**src/rtl/alu_seq_if.sv**
```systemverilog
// Start/busy/done handshake and operand bus between an ALU client (master) and alu_seq (slave).
interface alu_seq_if #(
  parameter int WIDTH = 8
);
  logic             alu_start;
  logic [3:0]       alu_ctrl;
  logic [WIDTH-1:0] alu_AI;
  logic [WIDTH-1:0] alu_BI;
  logic             alu_carry;
  logic             alu_BCD;
  logic             alu_busy;
  logic             alu_done;
  logic             alu_err;
  logic [7:0]       alu_flags;
  logic [WIDTH-1:0] alu_Y;

  modport master (
    output alu_start, alu_ctrl, alu_AI, alu_BI, alu_carry, alu_BCD,
    input  alu_busy, alu_done, alu_err, alu_flags, alu_Y
  );

  modport slave (
    input  alu_start, alu_ctrl, alu_AI, alu_BI, alu_carry, alu_BCD,
    output alu_busy, alu_done, alu_err, alu_flags, alu_Y
  );
endinterface

```
**src/rtl/alu_seq.sv**
```systemverilog
// 6502 ALU with N/V/Z/C status: binary/logic ops finish in 1 cycle, decimal ADC/SBC in WIDTH/4 cycles.
// Starts are accepted only while alu_busy=0; a start during a decimal run is dropped, not queued.
module alu_seq #(
  parameter int WIDTH = 8
) (
  input  logic      clk,
  input  logic      rst,
  alu_seq_if.slave  bus
);
  localparam int DIGITS = WIDTH / 4;
  localparam int CW     = (DIGITS > 1) ? $clog2(DIGITS) : 1;

  localparam logic [3:0] OP_ADC = 4'h0;
  localparam logic [3:0] OP_ORA = 4'h1;
  localparam logic [3:0] OP_EOR = 4'h2;
  localparam logic [3:0] OP_AND = 4'h3;
  localparam logic [3:0] OP_LSR = 4'h4;
  localparam logic [3:0] OP_ASL = 4'h5;
  localparam logic [3:0] OP_ROL = 4'h6;
  localparam logic [3:0] OP_ROR = 4'h7;
  localparam logic [3:0] OP_SBC = 4'h8;

  typedef enum logic {IDLE, BCD_RUN} state_t;

  state_t           state_q, state_d;
  logic             busy_q, busy_d;
  logic             done_q, done_d;
  logic             err_q, err_d;
  logic [7:0]       flags_q, flags_d;
  logic [WIDTH-1:0] y_q, y_d;
  logic [WIDTH-1:0] a_q, a_d;
  logic [WIDTH-1:0] b_q, b_d;
  logic [WIDTH-1:0] acc_q, acc_d;
  logic             cy_q, cy_d;
  logic             sbc_q, sbc_d;
  logic             v_q, v_d;
  logic [CW-1:0]    cnt_q, cnt_d;

  // Binary add path; also supplies V for decimal mode, which follows the binary sum.
  logic             is_sbc;
  logic [WIDTH-1:0] b_eff;
  logic [WIDTH:0]   bin_sum;
  logic             bin_v;

  always_comb begin
    is_sbc  = (bus.alu_ctrl == OP_SBC);
    b_eff   = is_sbc ? ~bus.alu_BI : bus.alu_BI;
    bin_sum = {1'b0, bus.alu_AI} + {1'b0, b_eff} + (WIDTH+1)'(bus.alu_carry);
    bin_v   = (bus.alu_AI[WIDTH-1] ^ bin_sum[WIDTH-1]) & (b_eff[WIDTH-1] ^ bin_sum[WIDTH-1]);
  end

  // One decimal digit per cycle; operands shift right so the active digit is always [3:0].
  logic [4:0]       dig_s;
  logic [3:0]       dig_r;
  logic             dig_c;
  logic [WIDTH-1:0] acc_nxt;

  always_comb begin
    dig_c = 1'b0;
    if (sbc_q) begin
      dig_s = {1'b0, a_q[3:0]} - {1'b0, b_q[3:0]} - {4'b0000, cy_q};
      if (dig_s[4]) begin
        dig_s = dig_s + 5'd10;
        dig_c = 1'b1;
      end
    end else begin
      dig_s = {1'b0, a_q[3:0]} + {1'b0, b_q[3:0]} + {4'b0000, cy_q};
      if (dig_s > 5'd9) begin
        dig_s = dig_s + 5'd6;
        dig_c = 1'b1;
      end
    end
    dig_r   = dig_s[3:0];
    acc_nxt = (acc_q >> 4) | (WIDTH'(dig_r) << (WIDTH - 4));
  end

  logic [WIDTH-1:0] op_y;
  logic             op_c;
  logic             op_v;
  logic             reserved;
  logic             fin_c;

  always_comb begin
    state_d  = state_q;
    busy_d   = busy_q;
    done_d   = 1'b0;
    err_d    = 1'b0;
    flags_d  = flags_q;
    y_d      = y_q;
    a_d      = a_q;
    b_d      = b_q;
    acc_d    = acc_q;
    cy_d     = cy_q;
    sbc_d    = sbc_q;
    v_d      = v_q;
    cnt_d    = cnt_q;
    op_y     = y_q;
    op_c     = flags_q[0];
    op_v     = flags_q[6];
    reserved = 1'b0;
    fin_c    = 1'b0;

    case (state_q)
      IDLE: begin
        if (bus.alu_start) begin
          if ((bus.alu_ctrl == OP_ADC || is_sbc) && bus.alu_BCD) begin
            a_d     = bus.alu_AI;
            b_d     = bus.alu_BI;
            sbc_d   = is_sbc;
            cy_d    = is_sbc ? ~bus.alu_carry : bus.alu_carry;
            v_d     = bin_v;
            acc_d   = '0;
            cnt_d   = '0;
            busy_d  = 1'b1;
            state_d = BCD_RUN;
          end else begin
            done_d = 1'b1;
            case (bus.alu_ctrl)
              OP_ADC, OP_SBC: begin
                op_y = bin_sum[WIDTH-1:0];
                op_c = bin_sum[WIDTH];
                op_v = bin_v;
              end
              OP_ORA: op_y = bus.alu_AI | bus.alu_BI;
              OP_EOR: op_y = bus.alu_AI ^ bus.alu_BI;
              OP_AND: op_y = bus.alu_AI & bus.alu_BI;
              OP_LSR: begin
                op_y = bus.alu_AI >> 1;
                op_c = bus.alu_AI[0];
              end
              OP_ASL: begin
                op_y = bus.alu_AI << 1;
                op_c = bus.alu_AI[WIDTH-1];
              end
              OP_ROL: begin
                op_y = {bus.alu_AI[WIDTH-2:0], bus.alu_carry};
                op_c = bus.alu_AI[WIDTH-1];
              end
              OP_ROR: begin
                op_y = {bus.alu_carry, bus.alu_AI[WIDTH-1:1]};
                op_c = bus.alu_AI[0];
              end
              default: reserved = 1'b1;
            endcase
            err_d = reserved;
            if (!reserved) begin
              y_d     = op_y;
              flags_d = {op_y[WIDTH-1], op_v, 4'b0000, (op_y == '0), op_c};
            end
          end
        end
      end
      BCD_RUN: begin
        a_d   = a_q >> 4;
        b_d   = b_q >> 4;
        cy_d  = dig_c;
        acc_d = acc_nxt;
        cnt_d = cnt_q + 1'b1;
        if (cnt_q == CW'(DIGITS - 1)) begin
          fin_c   = sbc_q ? ~dig_c : dig_c;
          y_d     = acc_nxt;
          flags_d = {acc_nxt[WIDTH-1], v_q, 4'b0000, (acc_nxt == '0), fin_c};
          done_d  = 1'b1;
          busy_d  = 1'b0;
          state_d = IDLE;
        end
      end
      default: state_d = IDLE;
    endcase
  end

  always_ff @(posedge clk or posedge rst) begin
    if (rst) begin
      state_q <= IDLE;
      busy_q  <= 1'b0;
      done_q  <= 1'b0;
      err_q   <= 1'b0;
      flags_q <= '0;
      y_q     <= '0;
      a_q     <= '0;
      b_q     <= '0;
      acc_q   <= '0;
      cy_q    <= 1'b0;
      sbc_q   <= 1'b0;
      v_q     <= 1'b0;
      cnt_q   <= '0;
    end else begin
      state_q <= state_d;
      busy_q  <= busy_d;
      done_q  <= done_d;
      err_q   <= err_d;
      flags_q <= flags_d;
      y_q     <= y_d;
      a_q     <= a_d;
      b_q     <= b_d;
      acc_q   <= acc_d;
      cy_q    <= cy_d;
      sbc_q   <= sbc_d;
      v_q     <= v_d;
      cnt_q   <= cnt_d;
    end
  end

  assign bus.alu_busy  = busy_q;
  assign bus.alu_done  = done_q;
  assign bus.alu_err   = err_q;
  assign bus.alu_flags = flags_q;
  assign bus.alu_Y     = y_q;
endmodule

```
**src/flat_wrapper.sv**
```systemverilog
// flat-port wrapper written by rule: the top's interface ports become plain ports
module alu_seq_flat 
#(
  parameter int WIDTH = 8
)
  (clk, rst, bus_alu_start, bus_alu_ctrl, bus_alu_AI, bus_alu_BI, bus_alu_carry, bus_alu_BCD, bus_alu_busy, bus_alu_done, bus_alu_err, bus_alu_flags, bus_alu_Y);
  alu_seq_if #(.WIDTH(WIDTH)) bus_i ();
  input  logic clk;
  input  logic rst;
  input wire logic [$bits(bus_i.alu_start)-1:0] bus_alu_start;
  input wire logic [$bits(bus_i.alu_ctrl)-1:0] bus_alu_ctrl;
  input wire logic [$bits(bus_i.alu_AI)-1:0] bus_alu_AI;
  input wire logic [$bits(bus_i.alu_BI)-1:0] bus_alu_BI;
  input wire logic [$bits(bus_i.alu_carry)-1:0] bus_alu_carry;
  input wire logic [$bits(bus_i.alu_BCD)-1:0] bus_alu_BCD;
  output wire logic [$bits(bus_i.alu_busy)-1:0] bus_alu_busy;
  output wire logic [$bits(bus_i.alu_done)-1:0] bus_alu_done;
  output wire logic [$bits(bus_i.alu_err)-1:0] bus_alu_err;
  output wire logic [$bits(bus_i.alu_flags)-1:0] bus_alu_flags;
  output wire logic [$bits(bus_i.alu_Y)-1:0] bus_alu_Y;
  assign bus_i.alu_start = bus_alu_start;
  assign bus_i.alu_ctrl = bus_alu_ctrl;
  assign bus_i.alu_AI = bus_alu_AI;
  assign bus_i.alu_BI = bus_alu_BI;
  assign bus_i.alu_carry = bus_alu_carry;
  assign bus_i.alu_BCD = bus_alu_BCD;
  assign bus_alu_busy = bus_i.alu_busy;
  assign bus_alu_done = bus_i.alu_done;
  assign bus_alu_err = bus_i.alu_err;
  assign bus_alu_flags = bus_i.alu_flags;
  assign bus_alu_Y = bus_i.alu_Y;
  alu_seq #(.WIDTH(WIDTH)) u_core (.clk(clk), .rst(rst), .bus(bus_i));
endmodule
```
**config.mk**
```make
export PLATFORM = sky130hd
export DESIGN_NAME = alu_seq_flat
export DESIGN_NICKNAME = d
export VERILOG_FILES = /design/src/rtl/alu_seq_if.sv /design/src/rtl/alu_seq.sv /design/src/flat_wrapper.sv
export SDC_FILE = /design/constraint.sdc
export NUM_CORES = 1
export LEC_CHECK = 0
export BUFFER_PORTS_ARGS = -buffer_cell sky130_fd_sc_hd__buf_2
export CORE_ASPECT_RATIO = 0.8
export CORE_UTILIZATION = 40
export CTS_CLUSTER_DIAMETER = 120
export DETAILED_ROUTE_END_ITERATION = 6
export MAX_ROUTING_LAYER = met4
export PLACE_DENSITY = 0.71
export SYNTH_ARGS = -nofsm -noshare
export SYNTH_HDL_FRONTEND = slang
export SYNTH_SLANG_ARGS = --single-unit
```
**constraint.sdc**
```tcl
create_clock -name clk -period 7.1 [get_ports clk]
set_input_delay 0 -clock clk [delete_from_list [all_inputs] [get_ports clk]]
set_output_delay 0 -clock clk [all_outputs]
set_load 0.02 [all_outputs]
```
# Yosys cells after proc, flatten, opt, wreduce, memory -nomap -nowiden
# Index checks and enable logic that the tools add are counted.
[word_totals] reg_bits=48 input_bits=25 output_inout_bits=19 word_cells=125
[op_classes] addsub=9 n_lt_le_gt_ge=1 eq_ne=15 mux=59 bitwise_logic=11 reduce_logical=15
[ops] operator="two-way mux 8 bit" n=18
[ops] operator="one-hot mux 8 bit (2 select lines)" n=5
[ops] operator="one-hot mux 8 bit (8 select lines)" n=1
[ops] operator="two-way mux 1 bit" n=26
[ops] operator="== test 4 x 3 -> 1 bit (second input constant)" n=4
[ops] operator="logical NOT 8 bit" n=2
[ops] operator="two-way mux 4 bit" n=3
[ops] operator="inequality test 2 bit (second input constant)" n=5
[ops] operator="one-hot mux 1 bit (2 select lines)" n=5
[ops] operator="AND reduction 5 bit" n=2
[ops] operator="adder 8 x 8 -> 9 bit" n=1
[ops] operator="adder 9 x 1 -> 9 bit" n=1
[ops] operator="OR reduction 9 bit" n=1
[ops] operator="bitwise AND 8 bit" n=1
[ops] operator="== test 4 x 2 -> 1 bit (second input constant)" n=2
[ops] operator="NOT 8 bit" n=1
[ops] operator="bitwise OR 4 x 8 -> 8 bit" n=1
[ops] operator="bitwise OR 8 bit" n=1
[ops] operator="bitwise XOR 8 bit" n=1
[ops] operator="AND reduction 3 bit" n=2
[ops] operator="OR reduction 2 bit" n=3
[ops] operator="adder 4 x 4 -> 5 bit" n=1
[ops] operator="adder 5 x 1 -> 5 bit" n=1
[ops] operator="greater-than comparator 5 x 4 -> 1 bit (second input constant)" n=1
[ops] operator="18 further kinds" n=21

# Logic depth before layout (Yosys ltp)
# Gate-level depths: netlist of run 1.
[logic_depth] ltp_word=13 depth_mapped=15 depth_no_buf=13

# Worst setup path after synthesis of run 1
# No wires, ideal clock.
[synth_path] path_type="reg-to-reg" startpoint="register u_core.cy_q" endpoint="register u_core.flags_q[7] (netlist: u_core.bus.alu_flags[7])" setup_ps=65 t_arrival_ps=2934 t_required_ps=7035 path_slack_ps=4101 path_stages_with_launch=10 path_buffers=0 period_less_slack_ps=2999 cell_sequence="dfrtp_1 -> fa_1 -> inv_1 -> fa_1 -> ha_1 -> or4_1 -> o211a_1 -> or4_4 -> o211ai_2 -> o21a_1"
[synth_between] elab_chain_cells=7 elab_cells_between_ends=11 classes_between="add/sub (4); order compare (1); mux (5); bitwise (1)"
[synth_rtl] element="start: declaration" line="alu_seq.sv:34" source="logic cy_q, cy_d;"
[synth_rtl] element="start signal: assignment" line="alu_seq.sv:197" source="cy_q <= cy_d;"
[synth_rtl] element="adder 5 x 1 -> 5 bit / subtractor 5 x 1 -> 5 bit (equally long branches)" line="alu_seq.sv:67, alu_seq.sv:61"
[synth_rtl] element="adder 4 x 3 -> 4 bit, or another cell as far along" line="alu_seq.sv:69" source="dig_s = dig_s + 5'd6;"
[synth_rtl] element="two-way mux 4 bit (on tied branches)" line="alu_seq.sv:68, alu_seq.sv:62"
[synth_rtl] element="two-way mux 4 bit (*)" line="alu_seq.sv:60" source="if (sbc_q) begin"
[synth_rtl] element="bitwise OR 4 x 8 -> 8 bit (*)" line="alu_seq.sv:74" source="acc_nxt = (acc_q >> 4) | (WIDTH'(dig_r) << (WIDTH - 4));"
[synth_rtl] element="two-way mux 8 bit (*)" line="alu_seq.sv:159" source="if (cnt_q == CW'(DIGITS - 1)) begin"
[synth_rtl] element="one-hot mux 8 bit (2 select lines) (*)" line="alu_seq.sv:103" source="case (state_q)"
[synth_rtl] element="end signal: assignment" line="alu_seq.sv:192" source="flags_q <= flags_d;"
[synth_rtl] element="end: declaration" line="alu_seq.sv:29" source="logic [7:0] flags_q, flags_d;"
# Every way passes the cells marked *; elsewhere a longest branch is shown, timed or not. The select of a mux whose other input is x is not followed.
# A chain may end at the register's enable or synchronous reset.

# Final worst setup path of run 1
# Same ends and word-level chain as after synthesis.

==> results of run 1 <==
-- routing by layer --
metal  vias to the layer above  routed length (microns)
li1                       1560                        -
met1                      1559                     5010
met2                       139                     4090
met3                         5                      773
met4                         0                       40
met5                         -                        0
-- synthesized netlist by cell type (2+ instances only) --
cell	n	area share [%]
inv_1	42	4.5
nand2b_1	7	1.2
nand2_1	44	4.7
buf_1	2	0.21
a22o_1	4	0.99
xnor2_1	14	3.5
nand4_1	3	0.53
buf_2	7	0.99
a31oi_1	11	1.9
mux2_2	4	1.3
buf_4	5	1.1
xor2_1	4	0.99
a211oi_1	4	0.85
o22ai_1	15	2.7
clkbuf_1	10	1.1
and3_1	3	0.53
o211ai_1	3	0.64
nand3_1	5	0.71
or4_1	2	0.42
a21oi_1	26	3.7
ha_1	34	12
nor2b_1	4	0.71
o221a_2	2	0.64
o311ai_0	2	0.50
o31ai_1	4	0.85
mux2i_1	10	2.8
o21a_1	2	0.42
fa_1	6	3.4
nor2_1	25	2.7
or3_1	2	0.35
dfrtp_1	39	28
o21ai_0	32	4.5
o21bai_1	4	0.85
nand3b_1	4	0.85
a2bb2oi_1	2	0.50
nor3_1	6	0.85
a211o_1	2	0.50
o211a_1	2	0.57
-- worst min-delay path by stage --
stage                        from                               to  slack, ps  cells after the start
CTS                 bus_alu_BI[3]        u_core.b_q[3]$_DFFE_PP0P_          2                      3
global route        bus_alu_BI[2]        u_core.b_q[2]$_DFFE_PP0P_         40                      3
finish              bus_alu_BI[3]        u_core.b_q[3]$_DFFE_PP0P_          9                      3
global placement              rst    u_core.bus.alu_done$_DFF_PP0_        140                      3
detailed placement            rst  u_core.bus.alu_busy$_DFFE_PP0P_        150                      3
floorplan           bus_alu_AI[0]        u_core.a_q[0]$_DFFE_PP0P_        150                      2
-- state kept, by name (all words and copies together), names as in the netlist, 4 cells and up --
register,flops
u_core.bus.alu_Y,7
u_core.a_q,8
u_core.acc_q,4
u_core.b_q,8
u_core.bus.alu_flags,4
-- repair_timing --
action | CTS | global route
resized for setup | 0 | 0
hold buffers | 2 | 0
endpoints found under the hold margin | 40 | 0
-- report_power, final --
group / leakage, nW / total [W] / internal, W / switching [W]
Clock: 0.0422 / 0.000150 / 0.0000691 / 0.0000806
Sequential: 0.489 / 0.000384 / 0.000303 / 0.0000816
Combinational: 1.34 / 0.00106 / 0.000433 / 0.000628
-- worst max-delay path: stages, from the launching register on --
cell and delay [ps]:
dfrtp_1 430, fa_1 450, inv_1 80, fa_1 500
ha_1 260, or4_1 520, o211a_1 160, or4_4 530
o211ai_2 90, o21a_1 150
-- cell families after synthesis --
logic type,Yosys count,share of synthesized area [%]
multiplexers,14,4.10
XOR/XNOR,18,4.46
AND/OR/NAND/NOR,115,16.4
adder cells (fa/ha/maj),40,15.4
AO/OA/AOI/OAI,130,23.8
other,1,0.106
buffers and inverters,68,8.20
flip-flops,39,27.6
-- metrics by stage --
stage	util [%]	cells	setup slack, ps
after global placement	44.3	557	3870
after floorplan	-	428	4100
final	45.5	567	3850
after detailed placement	44.3	557	3820
after global routing	45.5	567	3670
after CTS	45.5	567	3860
-- layout make-up --
cell class	instances	area, sq um	share of cell area, %
multi-input cells	321	2280	58.9
flip-flops and latches	39	976	25.2
repair buffers	44	238	6.13
inverters	43	161	4.16
well taps	112	140	3.61
clock buffers	7	76.3	1.97
clock inverters	1	5.00	0.129
==> summary.txt, run 1 <==
Status
  • Status: finished, final reports clean

Timing
  • RSZ-0062 raised after global routing: false
  • Minimum clock period: about 3200 ps
  • Clock skew: roughly 8.6 ps
  • Max Slew Vio Count: 0
  • Final Hold Vio Count: 0
  • Final setup fails: 0
  • Worst-margin pin slew: 1200 ps
  • Final period util: 45.7%
  • Max Clk Rate: 308 MHz
  • Hold WS: approximately 8.5 ps
  • Setup_tns: 0 ps
  • Max_slew headroom: a little under a fifth

GRT
  • Global route hottest layer: met1
  • Maximum number of pins on one net before global-route repair: 40
  • GRT Residual Overflow: 0
  • GR Util met3: 4.64%
  • Initial antenna violation count: 0
  • Total GRT Usage: 22.9%
  • Routing usage on met2: a little under a third
  • First-pass GRT wire length: 15900 microns
  • Vias in the first global route: 3075
  • GRT met1 Usage: approximately a third

Synthesis
  • Seq cells post-synth: 39
  • Fraction of registers with async set/reset: 100%
  • Number of flops mapped to enable cells by yosys: 0
  • Syn Area/Cell: 8.33 sq um
  • Top FF cell, synth: dfrtp_1
  • Seq/Total Area, Yosys: 27.6%
  • Cells after synthesis: 425
  • Synth warn: 0
  • Count of cell types in the netlist: 66
  • Mapped Area: 3540 sq um

Floorplanning
  • Initial Util: 41.5%
  • Die width: between 100 and 150 microns
  • Io pins: 44
  • Core Rows: 30
  • DIE HEIGHT: about 86 microns
  • Die ar.: 9230 sq um
  • Area of the core: 8520 sq um

Cells and area
  • Final net count: 519
  • Antenna cells: 0
  • Filler cells: roughly 830
  • Area Growth Syn to Fin: 9.65%
  • Share of cells above drive strength 1: 13.2%
  • Commonest cells after routing, fill and taps aside: 44 x nand2_1, 42 x inv_1, 39 x buf_2, 39 x dfrtp_1, 34 x ha_1
  • Design Area, Final: 3880 sq um
  • Commonest non-fill, non-tap cell in the layout: nand2_1

Placement
  • IO Port Bufs: 39
  • DP Wirelength: 7760 microns
  • Final GP Congestion: 0.982
  • Post-DP Area: 3780 sq um

Critical path
  • Crit path from: u_core.cy_q$_DFFE_PP0P_
  • Crit path capture: u_core.bus.alu_flags[7]$_DFFE_PP0P_
  • Data arrival, critical path: 3480 ps
  • Critical path peak fanout: 5
  • Element type at the critical path end: flop
  • Required @ worst endpoint: 7330 ps
  • R2R cell count: 9
  • R2R Setup Slk: 3850 ps
  • Startpoint Class: flop
  • Setup Crit Path Kind: flop to flop
  • Worst reg2reg startpoint: u_core.cy_q$_DFFE_PP0P_
  • Reg-to-Reg End: u_core.bus.alu_flags[7]$_DFFE_PP0P_

Routing
  • DR vias: about 3300
  • Drt first pass iters: 5
  • Post-DR vias/cell: 5.75
  • Wire length per cell: 17.5 microns
  • Antenna Nets Post-Route: 0
  • DRT iter0 DRCs: 266
  • Routed WL: 9910 microns
  • DRC viols: 0

Clocking
  • Clk_lat worst skew: 300 ps
  • Setup bufs post-CTS: 0
  • Clock sinks: 39
  • H-Tree Depth: 2
  • Root buffer cell: clkbuf_8
  • CTS Buf Count: 5
  • Longest Clk Path Bufs: 2
  • CTS tree: yes
  • Clk slew on worst S/H paths: about 80 ps

Job
  • Max-cap violation count: 0

Power
  • Peak VDD IR: between 200 and 250 uV
  • Total power draw: 0.00160 W
  • Power density cells: between 400 and 500 nW/um^2
  • Pleak: 1.87 nW

Worst hold path
  • Worst hold path type: input pin to flop
No activity file was read; power rests on OpenSTA's default activity.
==> run 2, diff against run 1 <==
==> constraint.sdc (replaced) <==
create_clock -name clk -period 3.2 [get_ports clk]
set_input_delay 0 -clock clk [delete_from_list [all_inputs] [get_ports clk]]
set_output_delay 0 -clock clk [all_outputs]
set_load 0.02 [all_outputs]
==> run 2 against run 1 <==
Via count down 1.7%; critical endpoint unchanged; hold slack worse by 5.4 ps; non-clock buffer count up 12; utilization rose by 1.3 points; wire length down 4.3%; sequential power is 120% higher; flip-flop and latch count unchanged; highest routed layer unchanged; combinational power grew 130%; total power grew 130%; critical path depth unchanged; global-route usage shrank 0.34 points; largest cell class unchanged; sequential share of layout area shrank 0.68 points.
==> summary.txt, run 2 (synthesis gave the netlist of run 1 again) <==
Floorplanning
  • Die width: roughly 110 microns
  • Initial Util: 41.5%
  • Area of the core: ~8500 sq um
  • Io pins: 44
  • Die ar.: 9230 sq um
  • DIE HEIGHT: between 80 and 90 microns
  • Core Rows: 30

Routing
  • DRC viols: 0
  • DR vias: roughly 3200
  • Antenna Nets Post-Route: 0
  • Post-DR vias/cell: 5.54
  • Routed WL: 9490 microns
  • Drt first pass iters: 4
  • Wire length per cell: 16.4 microns
  • DRT iter0 DRCs: 226

Critical path
  • Data arrival, critical path: 3310 ps
  • Startpoint Class: flop
  • CP Cell Sequence: fa_2 > inv_1 > fa_2 > ha_2 > or4_1 > o211a_1 > or4_4 > o211ai_2 > o21a_1
  • Setup Crit Path Kind: flop to flop
  • Critical path's slowest cell: or4_1
  • Element type at the critical path end: flop
  • Max incr delay on CP: 520 ps
  • CP Buf/Inv Count: 1
  • Required @ worst endpoint: 3430 ps
  • Top delay family on crit path: adder cells
  • Critical path peak fanout: 4
  • Most frequent CP cell: fa_2
  • R2R Setup Slk: 120 ps

Cells and area
  • Final net count: ~530
  • Antenna cells: 0
  • Area Growth Syn to Fin: 12.7%
  • Share of cells above drive strength 1: 16.5%
  • Commonest cells after routing, fill and taps aside: 44 x nand2_1, 42 x inv_1, 39 x buf_2, 39 x dfrtp_1, 33 x ha_1
  • Filler cells: ~850
  • Commonest non-fill, non-tap cell in the layout: nand2_1

GRT
  • Total GRT Usage: 22.6%
  • GRT Residual Overflow: 0
  • GR Util met3: 4.64%
  • Routing usage on met2: a little under a third
  • First-pass GRT wire length: 15800 microns
  • GRT met1 Usage: 34.1%
  • Vias in the first global route: between 3000 and 4000
  • Maximum number of pins on one net before global-route repair: 40
  • Initial antenna violation count: 0
  • Global route hottest layer: met1

Clocking
  • Longest Clk Path Bufs: 2
  • CTS tree: yes
  • H-Tree Depth: 2
  • Clock sinks: 39
  • CTS Buf Count: 5
  • Root buffer cell: clkbuf_8
  • Clk_lat worst skew: roughly 290 ps
  • Clk slew on worst S/H paths: 70 ps

Timing
  • Final worst slack: 124 ps
  • Final period util: approximately 96%
  • Hold WS: 3.16 ps
  • Worst-margin pin slew: 1050 ps
  • Final setup fails: 0
  • Max Slew Vio Count: 0
  • Max Clk Rate: 325 MHz
  • Clock skew: slightly below 5 ps
  • Final Hold Vio Count: 0
  • Minimum clock period: 3080 ps
  • Max_slew headroom: 30.1%

Job
  • Max-cap violation count: 0

Placement
  • Place WS: roughly 57 ps
  • IO Port Bufs: 39
  • DP Wirelength: 7600 microns
  • Final GP Congestion: between 1 and 1.5

Worst hold path
  • Worst hold path type: input pin to flop

Power
  • Peak VDD IR: 498 uV
  • Power density cells: 908 nW/um^2
  • Pleak: about 1.9 nW

Status
  • Status: finished, final reports clean
-- run 2: worst paths after layout --
path | cells past startpoint | endpoint | startpoint
setup / recovery | 9 | u_core.bus.alu_flags[7]$_DFFE_PP0P_ | u_core.cy_q$_DFFE_PP0P_
hold / removal | 3 | u_core.b_q[2]$_DFFE_PP0P_ | bus_alu_BI[2]
setup reg to reg | 9 | u_core.bus.alu_flags[7]$_DFFE_PP0P_ | u_core.cy_q$_DFFE_PP0P_
hold reg to reg | 2 | u_core.bus.alu_busy$_DFFE_PP0P_ | u_core.bus.alu_busy$_DFFE_PP0P_
max in group asynchronous | 4 | u_core.b_q[4]$_DFFE_PP0P_ | rst
min in group asynchronous | 4 | u_core.bus.alu_done$_DFF_PP0_ | rst
-- run 2: routing by layer --
layer / part of all wire, % / wire length, microns
met1: 50 / 4720
met2: 41 / 3910
met3: 8.4 / 801
met4: 0.57 / 54
met5: 0 / 0
-- run 2: worst register-to-register path, cell delays in order (launching register included) --
cell and delay (ps):
dfrtp_1 420, fa_2 400, inv_1 90, fa_2 480
ha_2 210, or4_1 520, o211a_1 170, or4_4 520
o211ai_2 80, o21a_1 130
-- run 2: power breakdown --
group	switching (W)	internal [W]
sequential	0.000157	0.000672
combinational	0.00142	0.00106
clock	0.000167	0.000153
total	0.00174	0.00188
-- run 2: area by class of cell --
cell class	count	area (sq um)	share of cell area [%]
multi-input cells	321	2300	57.7
flip-flops and latches	39	976	24.5
repair buffers	56	328	8.22
inverters	43	161	4.05
well taps	112	140	3.51
clock buffers	7	76.3	1.91
clock inverters	1	5.00	0.126
-- run 2: what timing repair did --
item,4_1_cts,5_1_grt
endpoints found under the setup margin,0,4
setup buffers,0,1
hold buffers,2,0
resized for setup,0,7
hold endpoints to repair,40,0
-- run 2: through the flow --
stage	area (sq um)	std cells	total power, W	setup TNS (ps)	util, %
floorplan	3550	428	0.00259	0	-
global placement	3860	568	0.00307	0	45.3
detailed placement	3860	568	0.00314	0	45.3
CTS	3960	578	0.00348	0	46.5
global route	3990	579	0.00397	-7.97	46.8
finish	3990	579	0.00362	0	46.8
==> run 3, diff against run 2 <==
--- a/config.mk
+++ b/config.mk
@@ -6,7 +6,7 @@
 export NUM_CORES = 1
 export LEC_CHECK = 0
 export BUFFER_PORTS_ARGS = -buffer_cell sky130_fd_sc_hd__buf_2
-export CORE_ASPECT_RATIO = 0.8
+export CORE_ASPECT_RATIO = 0.9
 export CORE_UTILIZATION = 40
 export CTS_CLUSTER_DIAMETER = 120
 export DETAILED_ROUTE_END_ITERATION = 6
==> run 3 against run 2 <==
Total power up 1.5%; largest cell class unchanged; wire length is 4.9% higher; via count up 2.7%; highest routed layer unchanged; fmax decreased by 0.55%; hold slack better by 19 ps; sequential share of layout area is 0.14 points lower; first-iteration DRC count up 14%; worst setup slack worse by 17 ps.
==> summary.txt, run 3 (synthesis gave the netlist of run 1 again) <==
Placement
  • IO Port Bufs: 39
  • Final GP Congestion: 0.946
  • Post-DP Area: 3880 sq um
  • DP Wirelength: approximately 7800 microns

GRT
  • GRT Residual Overflow: 0
  • Total GRT Usage: 23.1%
  • Vias in the first global route: 3090
  • Maximum number of pins on one net before global-route repair: 40
  • Initial antenna violation count: 0
  • First-pass GRT wire length: 15900 microns

Power
  • Switch share: between 40% and 50%
  • Sw power: 0.00176 W
  • Pleak: 1.94 nW
  • Power density cells: 917 nW/um^2
  • Comb power frac: 65.2%
  • Internal: 0.00192 W
  • Clk pwr share: 11.8%
  • Peak VDD IR: 454 uV
  • Sequential power share: 23.0%

Critical path
  • Critical path peak fanout: 5
  • Element type at the critical path end: flop
  • CP Cell Sequence: fa_1 > inv_1 > fa_2 > ha_2 > or4_1 > o211a_1 > or4_4 > o211ai_2 > o21a_1
  • R2R cell count: 9
  • Reg-to-Reg End: u_core.bus.alu_flags[7]$_DFFE_PP0P_
  • Max incr delay on CP: roughly 520 ps
  • Setup Crit Path Kind: flop to flop
  • Critical path's slowest cell: or4_4
  • Required @ worst endpoint: about 3400 ps
  • CP Buf/Inv Count: 1
  • Worst reg2reg startpoint: u_core.cy_q$_DFFE_PP0P_
  • R2R Setup Slk: 110 ps
  • Top delay family on crit path: adder cells
  • Startpoint Class: flop
  • Data arrival, critical path: 3330 ps

Timing
  • Minimum clock period: 3090 ps
  • Final setup fails: 0
  • Setup_tns: 0 ps
  • Final Hold Vio Count: 0
  • Clock skew: approximately 8.4 ps
  • Max Clk Rate: about 320 MHz
  • RSZ-0062 raised after global routing: false
  • Max_slew headroom: 47.4%
  • Max Slew Vio Count: 0
  • Final period util: 96.7%
  • Worst-margin pin slew: 787 ps

Floorplanning
  • Die width: 101 microns
  • DIE HEIGHT: 91.2 microns
  • Die ar.: between 9000 and 10000 sq um
  • Area of the core: 8570 sq um
  • Io pins: between 40 and 50
  • Initial Util: around 41%
  • Core Rows: 32

Routing
  • Routed WL: 9960 microns
  • DR vias: about 3300
  • Drt first pass iters: 4
  • Wire length per cell: approximately 17 microns
  • DRC viols: 0
  • DRT iter0 DRCs: 258
  • Antenna Nets Post-Route: 0
  • Post-DR vias/cell: 5.63

Clocking
  • Root buffer cell: clkbuf_8
  • Clk slew on worst S/H paths: around 80 ps
  • CTS tree: yes
  • Clk_lat worst skew: 290 ps
  • Clock sinks: 39
  • Setup bufs post-CTS: 0
  • H-Tree Depth: 2
  • CTS Buf Count: 5
  • Longest Clk Path Bufs: 2

Status
  • Status: finished, final reports clean

Cells and area
  • Final Util: 46.8%
  • Commonest cells after routing, fill and taps aside: 44 x nand2_1, 42 x inv_1, 39 x buf_2, 39 x dfrtp_1, 33 x ha_1
  • Filler cells: 872
  • Share of cells above drive strength 1: between 10% and 20%
  • Area Growth Syn to Fin: 13.3%
  • Commonest non-fill, non-tap cell in the layout: nand2_1
  • Final net count: 530
  • Design Area, Final: 4010 sq um
  • Antenna cells: 0

Worst hold path
  • Hold depth: 3
  • Worst hold path type: input pin to flop
  • Min-delay src: bus_alu_BI[3]
  • Hold path endpoint: u_core.b_q[3]$_DFFE_PP0P_

Job
  • Max-cap violation count: 0
-- run 3: changes by cell type in the layout (fill, tap and decap cells not counted) --
| cell | change |
|---|---|
| o21ai_0 | +1 |
| clkbuf_1 | -2 |
| fa_1 | +2 |
| o21ai_1 | -1 |
| o311ai_2 | -1 |
| clkbuf_8 | +1 |
| fa_2 | -2 |
| bufinv_16 | +1 |
| o311ai_1 | +1 |
| dlygate4sd3_1 | -1 |
-- run 3: repair_timing --
action | 4_1_cts | 5_1_grt
endpoints found under the setup margin | 0 | 3
endpoints found under the hold margin | 39 | 0
resized for setup | 0 | 3
hold buffers | 1 | 0
-- run 3: worst max path at each step --
| stage | depth (start not counted) | startpoint | slack, ps | to |
|---|---|---|---|---|
| 3_3_place_gp | 9 | u_core.cy_q$_DFFE_PP0P_ | 120 | u_core.bus.alu_flags[7]$_DFFE_PP0P_ |
| 3_5_place_dp | 10 | u_core.cy_q$_DFFE_PP0P_ | 50 | u_core.bus.alu_flags[1]$_DFFE_PP0P_ |
| 2_1_floorplan | 9 | u_core.cy_q$_DFFE_PP0P_ | 200 | u_core.bus.alu_flags[7]$_DFFE_PP0P_ |
| 6_report | 9 | u_core.cy_q$_DFFE_PP0P_ | 110 | u_core.bus.alu_flags[7]$_DFFE_PP0P_ |
| 5_1_grt | 9 | u_core.cy_q$_DFFE_PP0P_ | 20 | u_core.bus.alu_flags[7]$_DFFE_PP0P_ |
| 4_1_cts | 10 | u_core.cy_q$_DFFE_PP0P_ | 50 | u_core.bus.alu_flags[1]$_DFFE_PP0P_ |
-- run 3: layout make-up --
cell class	instances	area [sq um]	area share, %
Multi-Input combinational cell	321	2290	57.1
Sequential cell	39	976	24.3
Clock buffer	6	82.6	2.06
Inverter	43	161	4.02
Timing Repair Buffer	55	318	7.93
Tap cell	119	149	3.71
Clock inverter	2	35.0	0.874
-- run 3: worst reg2reg max path, stage by stage (launching register included) --
cell and delay, ps:
dfrtp_1 410, fa_1 440, inv_1 90, fa_2 480, ha_2 210, or4_1 510
o211a_1 150, or4_4 520, o211ai_2 80, o21a_1 130
-- run 3: per-stage QoR --
stage,total power (W),setup slack [ps],cells,hold slack (ps)
floorplan,0.00259,201,428,152
global placement,0.00307,118,576,135
detailed placement,0.00317,53.4,576,147
CTS,0.00362,46.7,585,20.8
global route,0.00395,16.4,585,19.8
finish,0.00368,107,585,22.7
-- run 3: power by group through the flow --
| stage | Sequential, W | Combinational [W] | Clock (W) |
|---|---|---|---|
| 3_5_place_dp | 0.000850 | 0.00232 | 0 |
| 6_report | 0.000846 | 0.00240 | 0.000433 |
| 2_1_floorplan | 0.000885 | 0.00170 | 0 |
| 3_3_place_gp | 0.000841 | 0.00223 | 0 |
| 4_1_cts | 0.000842 | 0.00234 | 0.000437 |
| 5_1_grt | 0.000867 | 0.00262 | 0.000466 |
-- run 3: routing by layer --
layer	up-vias	part of all wire, %	track usage, %
li1	1581	-	-
met4	0	1.1	4.83
met5	-	0	-
met1	1555	47	33.2
met2	147	43	33.6
met3	10	8.4	4.39
